`src/rtl/led_scanner.sv`:
```
// LED position scanner: a prescaled step enable drives a bounce/wrap/bar-fill/off
// pattern over N_LEDS outputs. All state is in the clk domain.
module led_scanner #(
  parameter  int N_LEDS = 10,
  parameter  int DIV_W  = 21,
  localparam int POS_W  = $clog2(N_LEDS)
) (
  input  logic              clk,
  input  logic              rst_n,
  input  logic              en,
  input  logic [1:0]        mode,
  input  logic [1:0]        speed,
  output logic [N_LEDS-1:0] led,
  output logic [POS_W-1:0]  pos,
  output logic              dir,
  output logic              tick
);

  typedef enum logic [1:0] {
    MODE_BOUNCE = 2'b00,
    MODE_WRAP   = 2'b01,
    MODE_FILL   = 2'b10,
    MODE_OFF    = 2'b11
  } mode_e;

  localparam logic [POS_W-1:0] POS_MAX  = POS_W'(N_LEDS - 1);
  localparam logic [POS_W-1:0] POS_ZERO = '0;
  localparam logic [POS_W-1:0] POS_ONE  = POS_W'(1);

  logic [DIV_W-1:0]  cnt_q, cnt_d;
  logic [POS_W-1:0]  pos_q, pos_d;
  logic              dir_q, dir_d;
  logic [N_LEDS-1:0] led_q, led_d;
  logic              tick_q, tick_d;
  mode_e             mode_q, mode_d;

  logic [DIV_W-1:0]  step_mask;
  logic              step;
  logic              mode_change;
  logic [POS_W-1:0]  pos_step;
  logic              dir_step;

  // Positions at or beyond N_LEDS cannot occur; they decode to all-off.
  function automatic logic [N_LEDS-1:0] decode(input logic [POS_W-1:0] p, input mode_e m);
    logic [N_LEDS-1:0] r;
    r = '0;
    if (int'(p) < N_LEDS) begin
      for (int i = 0; i < N_LEDS; i++) begin
        case (m)
          MODE_BOUNCE, MODE_WRAP: r[i] = (POS_W'(i) == p);
          MODE_FILL:              r[i] = (POS_W'(i) <= p);
          default:                r[i] = 1'b0;
        endcase
      end
    end
    return r;
  endfunction

  // Low (DIV_W-speed) bits all ones marks the last cycle of a step period.
  assign step_mask   = {DIV_W{1'b1}} >> speed;
  assign step        = en && ((cnt_q & step_mask) == step_mask);
  assign mode_change = (mode_e'(mode) != mode_q);

  always_comb begin
    pos_step = pos_q;
    dir_step = 1'b1;
    if (mode_q == MODE_BOUNCE) begin
      if (dir_q) begin
        if (pos_q == POS_MAX) begin
          pos_step = POS_MAX - POS_ONE;
          dir_step = 1'b0;
        end else begin
          pos_step = pos_q + POS_ONE;
        end
      end else begin
        if (pos_q == POS_ZERO) begin
          pos_step = POS_ONE;
        end else begin
          pos_step = pos_q - POS_ONE;
          dir_step = 1'b0;
        end
      end
    end else begin
      pos_step = (pos_q == POS_MAX) ? POS_ZERO : pos_q + POS_ONE;
    end
  end

  always_comb begin
    cnt_d  = cnt_q;
    pos_d  = pos_q;
    dir_d  = dir_q;
    led_d  = led_q;
    tick_d = 1'b0;
    mode_d = mode_e'(mode);
    if (mode_change) begin
      // A mode switch restarts the pattern and swallows any coincident step.
      cnt_d = '0;
      pos_d = POS_ZERO;
      dir_d = 1'b1;
      led_d = decode(POS_ZERO, mode_e'(mode));
    end else if (en) begin
      cnt_d = cnt_q + DIV_W'(1);
      if (step) begin
        pos_d  = pos_step;
        dir_d  = dir_step;
        led_d  = decode(pos_step, mode_q);
        tick_d = 1'b1;
      end
    end
  end

  always_ff @(posedge clk) begin
    if (!rst_n) begin
      cnt_q  <= '0;
      pos_q  <= POS_ZERO;
      dir_q  <= 1'b1;
      led_q  <= N_LEDS'(1);
      tick_q <= 1'b0;
      mode_q <= MODE_BOUNCE;
    end else begin
      cnt_q  <= cnt_d;
      pos_q  <= pos_d;
      dir_q  <= dir_d;
      led_q  <= led_d;
      tick_q <= tick_d;
      mode_q <= mode_d;
    end
  end

  assign led  = led_q;
  assign pos  = pos_q;
  assign dir  = dir_q;
  assign tick = tick_q;

endmodule

```
`config.mk`:
```
export PLATFORM = sky130hd
export DESIGN_NAME = led_scanner
export DESIGN_NICKNAME = d
export VERILOG_FILES = /design/src/rtl/led_scanner.sv
export SDC_FILE = /design/constraint.sdc
export NUM_CORES = 1
export LEC_CHECK = 0
export CORE_MARGIN = 4
export CORE_UTILIZATION = 56
export CTS_CLUSTER_SIZE = 25
export DETAILED_ROUTE_END_ITERATION = 6
export MAX_ROUTING_LAYER = met4
export PLACE_DENSITY_LB_ADDON = 0.3
export RECOVER_POWER = 50
export SLEW_MARGIN = 5
export SYNTH_ARGS = -nofsm -noshare
export SYNTH_HDL_FRONTEND = slang
export SYNTH_SLANG_ARGS = --single-unit
```
`constraint.sdc`:
```
create_clock -name clk -period 3.1 [get_ports clk]
set_input_delay 0.62 -clock clk [delete_from_list [all_inputs] [get_ports clk]]
set_output_delay 0.62 -clock clk [all_outputs]
set_load 0.02 [all_outputs]
```
# Yosys cells after proc, flatten, opt, wreduce, memory -nomap -nowiden
# Index checks and enable logic that the tools add are counted.
# classes
add_sub_neg,3
mul,0
n_div,0
order_cmp,11
eq_ne,16
n_shift,1
muxes,25
n_bitwise,3
n_reduce_logical,13
# ops
op,n
$add A21 B1 Y21 const B,1
$and A21 B21 Y21,1
$eq A21 B21 Y1,1
$shr A21 B2 Y21 const A,1
$mux W4,5
$pmux W1 S2,10
$eq A3 B4 Y1 const A,4
$le A3 B4 Y1 const A,4
$mux W10,1
$mux W1,9
$eq A2 B4 Y1 const A,2
$eq A4 B4 Y1 const A,2
$le A1 B4 Y1 const A,2
$le A2 B4 Y1 const A,2
$le A4 B4 Y1 const A,2
$logic_not A4 Y1,2
$reduce_or A3 Y1,2
$add A4 B1 Y4 const B,1
$eq A1 B4 Y1 const A,1
$eq A2 B1 Y1 const B,2
$eq A2 B2 Y1 const B,2
$eq A4 B4 Y1 const B,1
$logic_not A2 Y1,2
$lt A4 B4 Y1 const B,1
7 further kinds,11
# word_totals
register_bits,39
latchBits,0
ramBits,0
romBits,0
elab_cells,79
memories,0

# Depth between registers and ports, before layout
# Gate-level depths: netlist of run 1.
# depth
depth_word,10
depth_mapped,8
mapped_depth_nobuf,6

# Least setup slack after synthesis of run 1
# OpenSTA, ideal clock, no wires.
# synth_path
path_type,in2reg
start,input en
end,"register led_q[5], in the netlist led[5]"
arrival_ns,2.081
slack_ns,0.897
cell_stages,7
n_path_buf,2
path_cell_list,nand4_2 > or4_4 > buf_6 > or3_1 > buf_6 > and3_1 > nand3b_1
# synth_between
elab_chain_len,2
# synth_lines
element,line_no,rtl
from (decl),10,"input logic en,"
$logic_and A1 B1 Y1,61,assign step = en && ((cnt_q & step_mask) == step_mask);
$reduce_and A2 Y1 (no line) *,n/a,
to (signal assigned),124,led_q <= led_d;
to (decl),33,"logic [N_LEDS-1:0] led_q, led_d;"
# Every way passes the cells marked *; elsewhere a longest branch is shown, timed or not.
# A chain may end at the register's enable or synchronous reset.

# Worst setup path after layout of run 1
# Ends and elaborated chain as after synthesis.

==> results.txt, run 1 <==
Cell variety after synth: 53
async set-reset flop share out of synthesis: 0
WP data arrival: 2.80 ns
uppermost layer routed: met4
Synth warnings: 0
TritonCTS Sinks: 39
routed vias: 2026
fin area: 2490 sq um
CTS Buf Count: 5
core area: 3690 sq um
detailed placement HPWL: 3410 um
largest net degree at the start of global routing: 30
Synth Flop Type: dfxtp_1
leakage: 0.000821 uW
H-tree depth reported by CTS: 2
Worst Tran Pin Value: 1.25 ns
final WL: 4860 um
post-synthesis sequential area ratio: 0.361
Post-CTS Hold Fix Bufs: 0
status: finished, final reports clean
buffers added on ports: 22
Crit. End Element: flop
top-area cell type share of the netlist area: 0.361
post-synth design cell area: 2160 sq um
Via density: 6.01
Core Util, Final: 0.675
# diodes: 0
Avg Cell Area, Syn: 7.95 sq um
worst skew pair latency: 0.29 ns
RR Startpoint: mode_q[1]$_SDFF_PN0_
area leader, netlist: dfxtp_1
Die Height: 70.2 um
worst setup path start: en
Layout Skew: 0.00816 ns
top post-synthesis cells by area: dfxtp_1, xnor2_1, o21ai_0
TritonRoute pass-1 iters: 4
Initial Util: 0.586
Row Count: 22
EDFF count, synth: 0
fill count: 321
Placer Congestion: 0.948
All-Layer GR Usage: 0.212
I/O Pins: 23
slew margin rel.: 0.169
post-cts resize count: 0
Metal-1 WL: 2310 um
Iteration-0 DRC Markers: 131
Crit Path Max Fanout: 9
grt total ovfl: 0
unrepaired setup endpoints after global routing: false
worst vdd ir: 0.294 mV
post-CTS setup buffer count: 0
Hold Path Class: reg -> reg
Yosys reg bits: 39
CTS clock-pin slew for the worst setup and hold paths: 0.07 ns
global-route wire length before repair: 8390 um
Mapped Nets: 280
Overall Power: 883 uW
post-route clock period utilization: 0.844
Setup TNS Final: 0 ns
share of cells above drive strength 1: 0.0796
Final Max Slew Viols: 0
Final Setup Violations: 0
min cycle time layout: 2.62 ns
die area: 4920 sq um
max-cap viol count: 0
P&R area growth vs syn: 15.1%
initial antenna violation count: 0
residual DRC count: 0
root buffer cell: clkbuf_8
Setup crit start kind: input pin
Wirelength per Cell: 14.4 um
Clock Path Buffers: 2
Post-Syn Instances: 272
die width: 70.2 um
pwr/cell area: 355 nW/um^2
CTS tree: built
Max Fclk: 382 MHz
wire length on met2: 2200 um
vias in the first global route: 1811
NumNets Final: 296
pre-CTS setup slack: 0.197 ns
endpoints failing hold: 0
WP data required: 3.28 ns
hold_sp: led[1]$_SDFFE_PP0P_
Detail Route Antenna Nets: 0
Final WS setup: 0.484 ns
Detail Route met3 WL: 256 um
Area after DPL: 2410 sq um
kind of critical path: in -> reg
-- synth_stat cells, types with 6 or more instances --
| library cell | instances |
|---|---|
| nor4_1 | 6 |
| nor2_1 | 25 |
| nor3_1 | 11 |
| a21oi_1 | 17 |
| xnor2_1 | 12 |
| clkbuf_1 | 14 |
| dfxtp_1 | 39 |
| or3_1 | 7 |
| xor2_1 | 7 |
| nand2_1 | 24 |
| nand4_1 | 7 |
| nand3_1 | 12 |
| o21ai_0 | 20 |
-- metal layers --
metal  up-vias  GRT usage
li1       1018          -
met2        65      0.308
met5         -          -
met1       934      0.287
met4         0     0.0957
met3         9     0.0345
-- cell type report --
type	count	area, sq um	share of cell area
inverters	5	18.8	0.00754
flip-flops and latches	39	781	0.314
multi-input cells	207	1270	0.510
clock inverters	2	12.5	0.00503
repair buffers	30	277	0.111
clock buffers	6	72.6	0.0291
well taps	48	60.1	0.0241
-- registers in the layout (all words and copies together) (netlist names) --
name	count
cnt_q	21
dir	1
led	10
mode_q	2
pos	4
tick	1
-- worst paths after layout --
kind	to	slack (ns)	depth (start not counted)
min reg2reg	led[1]$_SDFFE_PP0P_	0.46	2
max	led[5]$_SDFFE_PP0P_	0.48	6
max reg2reg	led[3]$_SDFFE_PP0P_	0.76	4
min	led[1]$_SDFFE_PP0P_	0.46	2
-- power by group --
| group | total, uW | leakage [uW] | internal (uW) | switching (uW) |
|---|---|---|---|---|
| Clock | 332 | 0.0000412 | 157 | 175 |
| Sequential | 510 | 0.000315 | 503 | 6.64 |
| Combinational | 40.6 | 0.000465 | 16.7 | 23.9 |
| Total | 883 | 0.000821 | 677 | 206 |
-- critical path, cell delays in order --
cell,delay (ns)
clkdlybuf4s50_1,0.58
nand4_2,0.20
or4_4,0.51
or3_1,0.51
and3_1,0.23
nand3b_1,0.14
-- through the flow --
step                hold slack (ns)  std cells
finish                        0.456        337
global placement              0.454        329
global route                  0.491        337
floorplan                     0.458        272
detailed placement            0.448        329
CTS                           0.461        337
-- cell usage in the layout (no fill, tap or decap), drive strengths merged, types with 2 or more instances in the layout --
cell type      netlist  routed
nor3                11      11
clkdlybuf4s50        0       6
xnor2               12      12
a221oi               3       3
and2                 3       3
o21ai               20      20
clkbuf              14       7
xor2                 7       7
nor4                 6       6
a31oi                3       3
nand2               24      24
nor2b                2       2
nand2b               4       4
nand3               12      12
and3                 5       5
nor2                25      25
inv                  5       5
dlygate4sd3          0      16
o21a                 2       2
nand4               10      10
o22ai                3       3
or4                  3       3
o2111ai              2       2
dfxtp               39      39
buf                  7       7
a21oi               17      17
mux2i                4       4
or3                  8       8
-- logic make-up (layout without fill, tap and decap cells) --
| family | Yosys count | in the layout | share of synthesized area |
|---|---|---|---|
| DFF | 39 | 39 | 0.361 |
| adders and majority gates | 1 | 1 | 0.00578 |
| and+or+nand+nor | 118 | 118 | 0.294 |
| buffers and inverters | 26 | 43 | 0.0526 |
| AOI/OAI and AO/OA | 64 | 64 | 0.186 |
| xor gates and xnor gates | 19 | 19 | 0.0769 |
| muxes | 5 | 5 | 0.0237 |
Note: power is estimated with default switching activity, not from simulation.
==> run 2: changes to the inputs <==
Settings changed: CORE_UTILIZATION 56 to 51.
Clock period 3.1 ns to 2.2 ns, I/O delays scaled along.
==> run 2 against run 1 <==
  * Combinational power rose by 55%
  * Sequential power grew 41%
  * Core utilization fell by 2.7 points
  * Clock skew is 0.0025 ns lower
  * Via count increased by 0.84%
  * Largest cell class unchanged
==> results.txt, run 2 (synthesis gave the netlist of run 1 again) <==
residual DRC count: 0 (unchanged)
fill count: 362 (+13%)
min cycle time layout: 2.11 ns
routed vias: 2043 (+0.84%)
leakage: 0.000876 uW (+6.6%)
max-cap viol count: 0 (unchanged)
CTS clock-pin slew for the worst setup and hold paths: 0.07 ns (about the same)
post-route clock period utilization: 0.957
initial antenna violation count: 0 (unchanged)
Area after DPL: 2530 sq um (+5.1%)
Wirelength per Cell: 14.5 um (+0.17%)
root buffer cell: clkbuf_8
# diodes: 0 (unchanged)
Crit. End Element: flop
Crit Path Max Fanout: 6 (-3)
Initial Util: 0.533 (-0.0534)
endpoints failing hold: 0 (unchanged)
TritonCTS Sinks: 39 (unchanged)
Final Setup Violations: 0 (unchanged)
share of cells above drive strength 1: 0.151 (+0.0717)
Largest Register: cnt_q
Iteration-0 DRC Markers: 116 (-11%)
Setup crit start kind: input pin
core area: 4060 sq um (+10%)
Final Max Slew Viols: 0 (unchanged)
CTS Buf Count: 5 (unchanged)
die area: 5350 sq um (+8.7%)
Worst R2R Path Depth: 5 (+1)
TritonRoute pass-1 iters: 4 (unchanged)
final WL: 5120 um (+5.2%)
Max Fclk: 475 MHz
post-CTS setup buffer count: 0 (unchanged)
Layout Skew: 0.00563 ns (-0.00253 ns)
Clock Path Buffers: 2 (unchanged)
vias in the first global route: 1978 (+9.2%)
Post-CTS Hold Fix Bufs: 0 (unchanged)
die width: 73.1 um (+4.2%)
Via density: 5.77 (-4.0%)
detailed placement HPWL: 3570 um (+4.9%)
Hold Path Class: reg -> reg
worst vdd ir: 0.254 mV (-13%)
Worst Tran Pin Value: 0.520 ns (-0.726 ns)
status: finished, final reports clean
NumNets Final: 312 (+5.4%)
WP data required: 2.37 ns (-0.91 ns)
pwr/cell area: 481 nW/um^2 (+36%)
Detail Route Antenna Nets: 0 (unchanged)
I/O Pins: 23 (unchanged)
worst skew pair latency: 0.28 ns (about the same)
kind of critical path: in -> reg
largest net degree at the start of global routing: 30 (unchanged)
WP data arrival: 2.28 ns (-0.52 ns)
Placer Congestion: 0.888 (-6.3%)
global-route wire length before repair: 8890 um (+5.9%)
Die Height: 73.1 um (+4.2%)
CTS tree: built
H-tree depth reported by CTS: 2 (unchanged)
fin area: 2630 sq um (+5.5%)
Setup TNS Final: 0 ns (unchanged)
Row Count: 23 (+4.5%)
max reg flops: 21 (unchanged)
buffers added on ports: 22 (unchanged)
P&R area growth vs syn: 21.5%
Hold Crit Depth: 2 (unchanged)
slew margin rel.: 0.653 (+0.484)
All-Layer GR Usage: 0.217 (+0.00474)
grt total ovfl: 0 (unchanged)
most frequent cells in the layout: dfxtp_1, nor2_1, nand2_1, buf_4
unrepaired setup endpoints after global routing: true
most common cell after layout, fill and taps aside: dfxtp_1
==> run 2: through the flow <==
step | setup WS, ns | std cells | hold WS [ns] | total power, uW | util
3_5_place_dp | -0.186 | 347 | 0.451 | 796 | 0.624
2_1_floorplan | 0.0476 | 272 | 0.458 | 768 | -
5_1_grt | -0.00422 | 354 | 0.484 | 1320 | 0.648
4_1_cts | 0.0701 | 354 | 0.459 | 1270 | 0.646
3_3_place_gp | -0.181 | 347 | 0.443 | 796 | 0.624
6_report | 0.0940 | 354 | 0.458 | 1260 | 0.648
==> run 2: report_power, final <==
group,internal [uW],leakage (uW),switching [uW]
Clock,246,0.0000470,238
Combinational,27.3,0.000511,35.9
Sequential,709,0.000318,7.84
==> run 2: final timing paths <==
kind | startpoint | slack, ns | endpoint
setup reg to reg | cnt_q[5]$_SDFFE_PP0P_ | 0.13 | led[5]$_SDFFE_PP0P_
hold reg to reg | led[9]$_SDFFE_PP0P_ | 0.46 | led[9]$_SDFFE_PP0P_
setup / recovery | en | 0.09 | led[5]$_SDFFE_PP0P_
hold / removal | led[9]$_SDFFE_PP0P_ | 0.46 | led[9]$_SDFFE_PP0P_
==> run 2: final cells by class <==
class	instances	area [sq um]	area share
clock buffers	6	82.6	0.0314
clock inverters	1	5.00	0.00190
inverters	5	18.8	0.00714
multi-input cells	207	1270	0.483
flip-flops and latches	39	788	0.300
well taps	50	62.6	0.0238
repair buffers	46	400	0.152
==> run 2: metal layers <==
metal,GRT usage,part of all wire,vias to the layer above
met1,0.273,0.46,942
li1,-,-,1046
met4,0.107,0.021,0
met2,0.330,0.49,45
met3,0.0413,0.030,10
met5,-,0,-
==> run 2: worst max-delay path, stage by stage <==
cell and delay [ns]:
clkdlybuf4s50_1 0.49, nand4_2 0.09, or4_4 0.44, or3_1 0.46, and3_1 0.22, nand3b_1 0.14
==> run 2: timing repair <==
item	in CTS	in global routing
endpoints found under the hold margin	0	0
gates resized for setup	1	6
endpoints found under the setup margin	1	3
